## src/rtl/ps2_note_mapper_if.sv

```systemverilog
// Pin-side and note-side signal bundle for ps2_note_mapper.
// The mapper is the master; the audio side (and the PS/2 pad driver in test) is the slave.
interface ps2_note_mapper_if #(
    parameter int NUM_KEYS = 8,
    parameter int IDX_W    = (NUM_KEYS > 1) ? $clog2(NUM_KEYS) : 1
);
    logic                PS2_CLK;
    logic                PS2_DAT;
    logic [NUM_KEYS-1:0] key_held;
    logic [IDX_W-1:0]    note_idx;
    logic                note_valid;
    logic                event_strobe;
    logic                frame_error;

    modport master (
        input  PS2_CLK, PS2_DAT,
        output key_held, note_idx, note_valid, event_strobe, frame_error
    );

    modport slave (
        output PS2_CLK, PS2_DAT,
        input  key_held, note_idx, note_valid, event_strobe, frame_error
    );
endinterface

```

## src/rtl/ps2_note_mapper.sv

```systemverilog
// PS/2 frame receiver and make/break decoder producing a held-note bitmap
// with last-pressed priority for the tone generator.
module ps2_note_mapper #(
    parameter int                    NUM_KEYS       = 8,
    parameter logic [NUM_KEYS*8-1:0] KEY_CODES      = {8'h42, 8'h3B, 8'h33, 8'h34,
                                                       8'h2B, 8'h23, 8'h1B, 8'h1C},
    parameter int                    TIMEOUT_CYCLES = 50000,
    parameter int                    IDX_W          = (NUM_KEYS > 1) ? $clog2(NUM_KEYS) : 1
) (
    input  logic               CLOCK_50,
    input  logic               reset,
    ps2_note_mapper_if.master  bus
);
    localparam int TO_W = $clog2(TIMEOUT_CYCLES + 1);

    typedef enum logic [1:0] {
        ST_IDLE      = 2'd0,
        ST_BREAK     = 2'd1,
        ST_EXT       = 2'd2,
        ST_EXT_BREAK = 2'd3
    } dec_state_t;

    // Odd parity holds when data plus parity bit carry an odd number of ones.
    function automatic logic odd_parity_ok(input logic [7:0] data, input logic par);
        return ^{data, par};
    endfunction

    logic             clk_meta_r, clk_sync_r, clk_prev_r;
    logic             dat_meta_r, dat_sync_r;
    logic [3:0]       bit_cnt_r;
    logic [7:0]       shift_r;
    logic             parity_r;
    logic [TO_W-1:0]  to_cnt_r;
    logic             rx_valid_r, rx_err_r;
    logic [7:0]       rx_byte_r;
    logic             fall_s, timeout_s;

    dec_state_t          state_r, state_nxt;
    logic [NUM_KEYS-1:0] key_held_r, held_nxt, match_s, remain_s;
    logic [IDX_W-1:0]    note_idx_r, idx_nxt, hit_idx_s, top_idx_s;
    logic                note_valid_r, event_strobe_r, strobe_nxt, hit_s;

    assign fall_s    = clk_prev_r & ~clk_sync_r;
    assign timeout_s = (bit_cnt_r != 4'd0) && !fall_s && (to_cnt_r == TO_W'(TIMEOUT_CYCLES - 1));

    // Two-flop synchronisers; the clock line idles high so it resets to 1.
    always_ff @(posedge CLOCK_50 or posedge reset) begin
        if (reset) begin
            clk_meta_r <= 1'b1;
            clk_sync_r <= 1'b1;
            clk_prev_r <= 1'b1;
            dat_meta_r <= 1'b1;
            dat_sync_r <= 1'b1;
        end else begin
            clk_meta_r <= bus.PS2_CLK;
            clk_sync_r <= clk_meta_r;
            clk_prev_r <= clk_sync_r;
            dat_meta_r <= bus.PS2_DAT;
            dat_sync_r <= dat_meta_r;
        end
    end

    // Frame receiver: bit counter, shift register, stop/parity check and idle timeout.
    always_ff @(posedge CLOCK_50 or posedge reset) begin
        if (reset) begin
            bit_cnt_r  <= 4'd0;
            shift_r    <= 8'h00;
            parity_r   <= 1'b0;
            to_cnt_r   <= '0;
            rx_valid_r <= 1'b0;
            rx_err_r   <= 1'b0;
            rx_byte_r  <= 8'h00;
        end else begin
            rx_valid_r <= 1'b0;
            rx_err_r   <= 1'b0;
            if (fall_s) begin
                to_cnt_r <= '0;
                case (bit_cnt_r)
                    4'd0: bit_cnt_r <= dat_sync_r ? 4'd0 : 4'd1;
                    4'd9: begin
                        parity_r  <= dat_sync_r;
                        bit_cnt_r <= 4'd10;
                    end
                    4'd10: begin
                        bit_cnt_r <= 4'd0;
                        if (odd_parity_ok(shift_r, parity_r) && dat_sync_r) begin
                            rx_valid_r <= 1'b1;
                            rx_byte_r  <= shift_r;
                        end else begin
                            rx_err_r <= 1'b1;
                        end
                    end
                    default: begin
                        shift_r   <= {dat_sync_r, shift_r[7:1]};
                        bit_cnt_r <= bit_cnt_r + 4'd1;
                    end
                endcase
            end else if (timeout_s) begin
                bit_cnt_r <= 4'd0;
                to_cnt_r  <= '0;
                rx_err_r  <= 1'b1;
            end else if (bit_cnt_r != 4'd0) begin
                to_cnt_r <= to_cnt_r + TO_W'(1);
            end else begin
                to_cnt_r <= '0;
            end
        end
    end

    // Key lookup (lowest index wins) and highest remaining key after a release.
    always_comb begin
        hit_idx_s = '0;
        top_idx_s = '0;
        for (int i = 0; i < NUM_KEYS; i++) begin
            match_s[i] = (rx_byte_r == KEY_CODES[8*i +: 8]);
        end
        for (int i = NUM_KEYS - 1; i >= 0; i--) begin
            hit_idx_s = match_s[i] ? IDX_W'(i) : hit_idx_s;
        end
        hit_s    = |match_s;
        remain_s = key_held_r & ~(NUM_KEYS'(1) << hit_idx_s);
        for (int i = 0; i < NUM_KEYS; i++) begin
            top_idx_s = remain_s[i] ? IDX_W'(i) : top_idx_s;
        end
    end

    // Decoder next state and next note outputs.
    always_comb begin
        state_nxt  = state_r;
        held_nxt   = key_held_r;
        idx_nxt    = note_idx_r;
        strobe_nxt = 1'b0;
        if (rx_err_r) begin
            state_nxt = ST_IDLE;
        end else if (rx_valid_r) begin
            case (state_r)
                ST_IDLE: begin
                    if (rx_byte_r == 8'hF0) begin
                        state_nxt = ST_BREAK;
                    end else if (rx_byte_r == 8'hE0) begin
                        state_nxt = ST_EXT;
                    end else if (hit_s) begin
                        if (!key_held_r[hit_idx_s]) begin
                            held_nxt[hit_idx_s] = 1'b1;
                            idx_nxt             = hit_idx_s;
                            strobe_nxt          = 1'b1;
                        end else begin
                            strobe_nxt = 1'b0;
                        end
                    end else if (rx_byte_r == 8'h00 || rx_byte_r == 8'hFF) begin
                        held_nxt   = '0;
                        idx_nxt    = '0;
                        strobe_nxt = |key_held_r;
                    end else begin
                        state_nxt = ST_IDLE;
                    end
                end
                ST_BREAK: begin
                    state_nxt = ST_IDLE;
                    if (hit_s && key_held_r[hit_idx_s]) begin
                        held_nxt   = remain_s;
                        strobe_nxt = 1'b1;
                        if (remain_s == '0) begin
                            idx_nxt = '0;
                        end else if (hit_idx_s == note_idx_r) begin
                            idx_nxt = top_idx_s;
                        end else begin
                            idx_nxt = note_idx_r;
                        end
                    end else begin
                        strobe_nxt = 1'b0;
                    end
                end
                ST_EXT:       state_nxt = (rx_byte_r == 8'hF0) ? ST_EXT_BREAK : ST_IDLE;
                ST_EXT_BREAK: state_nxt = ST_IDLE;
                default:      state_nxt = ST_IDLE;
            endcase
        end else begin
            state_nxt = state_r;
        end
    end

    // Decoder state and registered note outputs.
    always_ff @(posedge CLOCK_50 or posedge reset) begin
        if (reset) begin
            state_r        <= ST_IDLE;
            key_held_r     <= '0;
            note_idx_r     <= '0;
            note_valid_r   <= 1'b0;
            event_strobe_r <= 1'b0;
        end else begin
            state_r        <= state_nxt;
            key_held_r     <= held_nxt;
            note_idx_r     <= idx_nxt;
            note_valid_r   <= |held_nxt;
            event_strobe_r <= strobe_nxt;
        end
    end

    assign bus.key_held     = key_held_r;
    assign bus.note_idx     = note_idx_r;
    assign bus.note_valid   = note_valid_r;
    assign bus.event_strobe = event_strobe_r;
    assign bus.frame_error  = rx_err_r;
endmodule

```

## src/flat_wrapper.sv

```systemverilog
// flat-port wrapper written by rule: the top's interface ports become plain ports
module ps2_note_mapper_flat 
#(
    parameter int                    NUM_KEYS       = 8,
    parameter logic [NUM_KEYS*8-1:0] KEY_CODES      = {8'h42, 8'h3B, 8'h33, 8'h34,
                                                       8'h2B, 8'h23, 8'h1B, 8'h1C},
    parameter int                    TIMEOUT_CYCLES = 50000,
    parameter int                    IDX_W          = (NUM_KEYS > 1) ? $clog2(NUM_KEYS) : 1
)
  (CLOCK_50, reset, bus_PS2_CLK, bus_PS2_DAT, bus_key_held, bus_note_idx, bus_note_valid, bus_event_strobe, bus_frame_error);
  ps2_note_mapper_if #(.NUM_KEYS(NUM_KEYS), .IDX_W(IDX_W)) bus_i ();
  input  logic CLOCK_50;
  input  logic reset;
  input wire logic [$bits(bus_i.PS2_CLK)-1:0] bus_PS2_CLK;
  input wire logic [$bits(bus_i.PS2_DAT)-1:0] bus_PS2_DAT;
  output wire logic [$bits(bus_i.key_held)-1:0] bus_key_held;
  output wire logic [$bits(bus_i.note_idx)-1:0] bus_note_idx;
  output wire logic [$bits(bus_i.note_valid)-1:0] bus_note_valid;
  output wire logic [$bits(bus_i.event_strobe)-1:0] bus_event_strobe;
  output wire logic [$bits(bus_i.frame_error)-1:0] bus_frame_error;
  assign bus_i.PS2_CLK = bus_PS2_CLK;
  assign bus_i.PS2_DAT = bus_PS2_DAT;
  assign bus_key_held = bus_i.key_held;
  assign bus_note_idx = bus_i.note_idx;
  assign bus_note_valid = bus_i.note_valid;
  assign bus_event_strobe = bus_i.event_strobe;
  assign bus_frame_error = bus_i.frame_error;
  ps2_note_mapper #(.NUM_KEYS(NUM_KEYS), .KEY_CODES(KEY_CODES), .TIMEOUT_CYCLES(TIMEOUT_CYCLES), .IDX_W(IDX_W)) u_core (.CLOCK_50(CLOCK_50), .reset(reset), .bus(bus_i));
endmodule
```

## config.mk

```make
export PLATFORM = sky130hd
export DESIGN_NAME = ps2_note_mapper_flat
export DESIGN_NICKNAME = d
export VERILOG_FILES = /design/src/rtl/ps2_note_mapper_if.sv /design/src/rtl/ps2_note_mapper.sv /design/src/flat_wrapper.sv
export SDC_FILE = /design/constraint.sdc
export NUM_CORES = 1
export LEC_CHECK = 0
export ABC_AREA = 1
export BUFFER_PORTS_ARGS = -buffer_cell sky130_fd_sc_hd__buf_2
export CORE_MARGIN = 3
export CORE_UTILIZATION = 25
export DETAILED_ROUTE_END_ITERATION = 8
export GPL_ROUTABILITY_DRIVEN = 0
export PLACE_DENSITY = 0.47
export SLEW_MARGIN = 10
export SYNTH_ARGS = -nofsm -noshare
export SYNTH_HDL_FRONTEND = slang
export SYNTH_SLANG_ARGS = --single-unit
```

## constraint.sdc

```tcl
create_clock -name CLOCK_50 -period 4.2 [get_ports CLOCK_50]
set_input_delay 0 -clock CLOCK_50 [delete_from_list [all_inputs] [get_ports CLOCK_50]]
set_output_delay 0 -clock CLOCK_50 [all_outputs]
set_load 0.03 [all_outputs]
```

==> results.json <==
{
  "min_period_over_period": 0.5562,
  "fin_util": 0.3081,
  "power_density_mw_per_mm2": 553.2,
  "start_util": 0.2610,
  "rows": 42,
  "drtIter0Drc": 246,
  "io_pins": 18,
  "cap_violations": 0,
  "num_antenna_cells": 0,
  "nNetsFinal": 509,
  "ctsRootBufferMaster": "clkbuf_16",
  "antenna_found_initial": 0,
  "postSynthAreaPerCell_sq_um": 7.528,
  "placed_cells": 662,
  "fin_tns_setup_ns": 0,
  "synthesis.nets": 479,
  "cpMostUsedCell": "nand2_1",
  "ys_ff_latch": 59,
  "multi_input_area_sq_mm": 0.001762,
  "cts_buffers": 9,
  "startpoint_type": "flip-flop",
  "cts_resized": 0,
  "cp_num_buf_inv": 2,
  "finalPower_mw": 2.311,
  "p_leak_nw": 2.031,
  "max_freq_mhz": 428.0,
  "rrSetupSlack_ns": 1.86,
  "r2r_end": "u_core.bus.note_valid$_DFF_PP0_",
  "final_cell_count_no_fill": 681,
  "cp.arrival_ns": 2.53,
  "regArea_sq_mm": 0.001483,
  "die_area_sq_mm": 0.01562,
  "die_w_microns": 125.0,
  "peakVddDrop_mv": 0.2235,
  "slew_violations": 0,
  "synth_ff_type": "dfrtp_1",
  "htree_levels": 3,
  "overflow": 0,
  "worstSetupPathType": "flip-flop to flip-flop",
  "clock_skew_ns": 0.006605,
  "crit_start": "u_core.rx_byte_r[4]$_DFFE_PP0P_",
  "cts.clk_slew.worst_paths_ns": 0.06,
  "path_max_fanout": 10,
  "fillCellCount": 1479,
  "tightest_slew_ns": 0.9336,
  "rr_worst_depth": 14,
  "yosysSeqAreaShare": 0.4190,
  "vias_per_cell": 4.634,
  "grt_pass1_vias": 3058,
  "synth_edf_count": 0,
  "synth_cell_type_count": 41,
  "port_buffers": 17,
  "path_delay_family": "simple AND/OR/NAND/NOR gates",
  "worst_ep_required_time_ns": 4.40,
  "cts_sinks": 59,
  "worstSkewPairLatency_ns": 0.33,
  "ant_nets": 0,
  "ys_async_sr_fraction": 1.000,
  "outcome": "finished clean",
  "cp.depth": 14,
  "layout_common_cells": "nand2_1 (116), inv_1 (66), dfrtp_1 (54)",
  "drc": 0,
  "grt_start_max_net_pins": 60,
  "critPathSlowestCell": "dfrtp_1",
  "cp_cell_sequence": "nand2_1 -> inv_1 -> nand2_1 -> nor2_2 -> nor3_4 -> nand2_4 -> clkinv_4 -> nand2_1 -> nand3_1 -> nand2_1 -> a21boi_0 -> nand2_1 -> nor2_1 -> nand4_1",
  "die_h_microns": 125.0,
  "synthCells": 470,
  "cts_buffer_depth": 2,
  "timing.rr.start": "u_core.rx_byte_r[4]$_DFFE_PP0P_",
  "grt_setup_unrepaired": "no",
  "core_sq_mm": 0.01356,
  "hold_viol_final": 0,
  "drive_gt1_frac": 0.1545,
  "cp-end-kind": "flip-flop",
  "via_count": 3156,
  "layout_commonest_cell": "nand2_1",
  "cts_tree": "built",
  "hold_path_class": "input port to flip-flop",
  "wl_mm": 8.615,
  "worst_slew_margin_rel": 0.3753,
  "dpl.hpwl_mm": 6.521,
  "area_growth_pct": 18.07,
  "dr.pass1.iters": 7,
  "track_usage": 0.1171,
  "critPathCapture": "u_core.bus.note_valid$_DFF_PP0_",
  "period_minus_slack_ns": 2.336,
  "setup_violations": 0,
  "yosysWarnings": 0,
  "syn-cell-area_sq_mm": 0.003538,
  "grt_pass1_wl_mm": 14.92,
  "critPathMaxStageDelay_ns": 0.41,
  "post_drt_wl_per_cell_microns": 12.65
}
[layer usage]
metal | GRT usage | wire length (microns)
met5 | 0 | 0
met4 | 0.05357 | 204
met3 | 0.03454 | 390
met2 | 0.1822 | 3941
met1 | 0.1505 | 4078
[Yosys cell counts, types with 2 or more instances]
library cell | count | area [sq um]
inv_1 | 67 | 251.5
nor3_4 | 2 | 32.53
nand3_1 | 23 | 115.1
a21boi_0 | 2 | 15.01
nor2_2 | 7 | 43.79
inv_2 | 4 | 15.01
nor4_1 | 4 | 25.02
nand4_1 | 17 | 106.4
xnor2_1 | 4 | 35.03
o31ai_1 | 2 | 15.01
nor3_1 | 6 | 30.03
o21a_1 | 3 | 22.52
nand3_2 | 4 | 40.04
nand2_4 | 5 | 56.30
nor2_4 | 2 | 22.52
a21oi_1 | 21 | 105.1
o21ai_0 | 39 | 195.2
nor2_1 | 45 | 168.9
ha_1 | 5 | 62.56
nand2_2 | 7 | 43.79
dfrtp_1 | 54 | 1351
nand2_1 | 116 | 435.4
dfstp_2 | 5 | 131.4
xor2_1 | 9 | 78.83
[layout make-up]
type / instances / share of cell area
Clock buffer: 11 / 0.05810
Clock inverter: 5 / 0.01497
Inverter: 74 / 0.06828
Multi-Input combinational cell: 335 / 0.4217
Sequential cell: 59 / 0.3549
Tap cell: 176 / 0.05271
Timing Repair Buffer: 21 / 0.02935
[power by group]
part           switching (mW)  internal, mW  total (mW)
combinational           0.516         0.254       0.770
sequential              0.111         0.685       0.796
clock                   0.268         0.477       0.745
total                   0.896          1.42        2.31
[logic make-up (layout without fill, tap and decap cells)]
kind of cell / Yosys count / after routing / share of synthesized area
flops: 59 / 59 / 0.4190
fa+ha+maj: 5 / 5 / 0.01768
buf+inv: 76 / 111 / 0.08309
mux: 1 / 1 / 0.003182
xor+xnor: 13 / 13 / 0.03218
compound gates: 73 / 73 / 0.1132
simple gates: 243 / 243 / 0.3317
[worst reg2reg max path: cells and delay by family (launching register included)]
family | cells | cell delay (ns)
buffers and inverters | 2 | 0.17
DFF | 1 | 0.41
AOI/OAI and AO/OA | 1 | 0.24
and+or+nand+nor | 11 | 1.40
[per-stage QoR]
step	setup WS, ns	area (sq um)	hold slack (ns)
after detailed placement	1.834	3842	0.1069
after global routing	1.528	4178	0.2977
after floorplan	2.265	3538	0.004478
after global placement	1.850	3842	0.1070
final	1.864	4178	0.3062
after CTS	1.826	4178	0.2884
[how the worst min path moves through the flow]
stage                     slack, ns        start  depth (start not counted)                     endpoint
after floorplan               0.004  bus_PS2_CLK                          0  u_core.clk_meta_r$_DFF_PP1_
after global placement         0.11  bus_PS2_DAT                          1  u_core.dat_meta_r$_DFF_PP1_
after detailed placement       0.11  bus_PS2_CLK                          1  u_core.clk_meta_r$_DFF_PP1_
after CTS                      0.29  bus_PS2_DAT                          2  u_core.dat_meta_r$_DFF_PP1_
after global routing           0.30  bus_PS2_CLK                          2  u_core.clk_meta_r$_DFF_PP1_
final                          0.31  bus_PS2_DAT                          2  u_core.dat_meta_r$_DFF_PP1_
[state kept, by name, indices dropped and copies added (netlist names), 2 cells and up]
signal               cells
u_core.bit_cnt_r         4
u_core.shift_r           8
u_core.bus.key_held      8
u_core.state_r           2
u_core.to_cnt_r         16
u_core.rx_byte_r         8
u_core.bus.note_idx      3
[repair_timing]
action                    in CTS  in global routing
hold buffers                   3                  0
hold endpoints to repair      56                  0
setup buffers                  0                  0
Note: power is estimated with default switching activity, not from simulation.
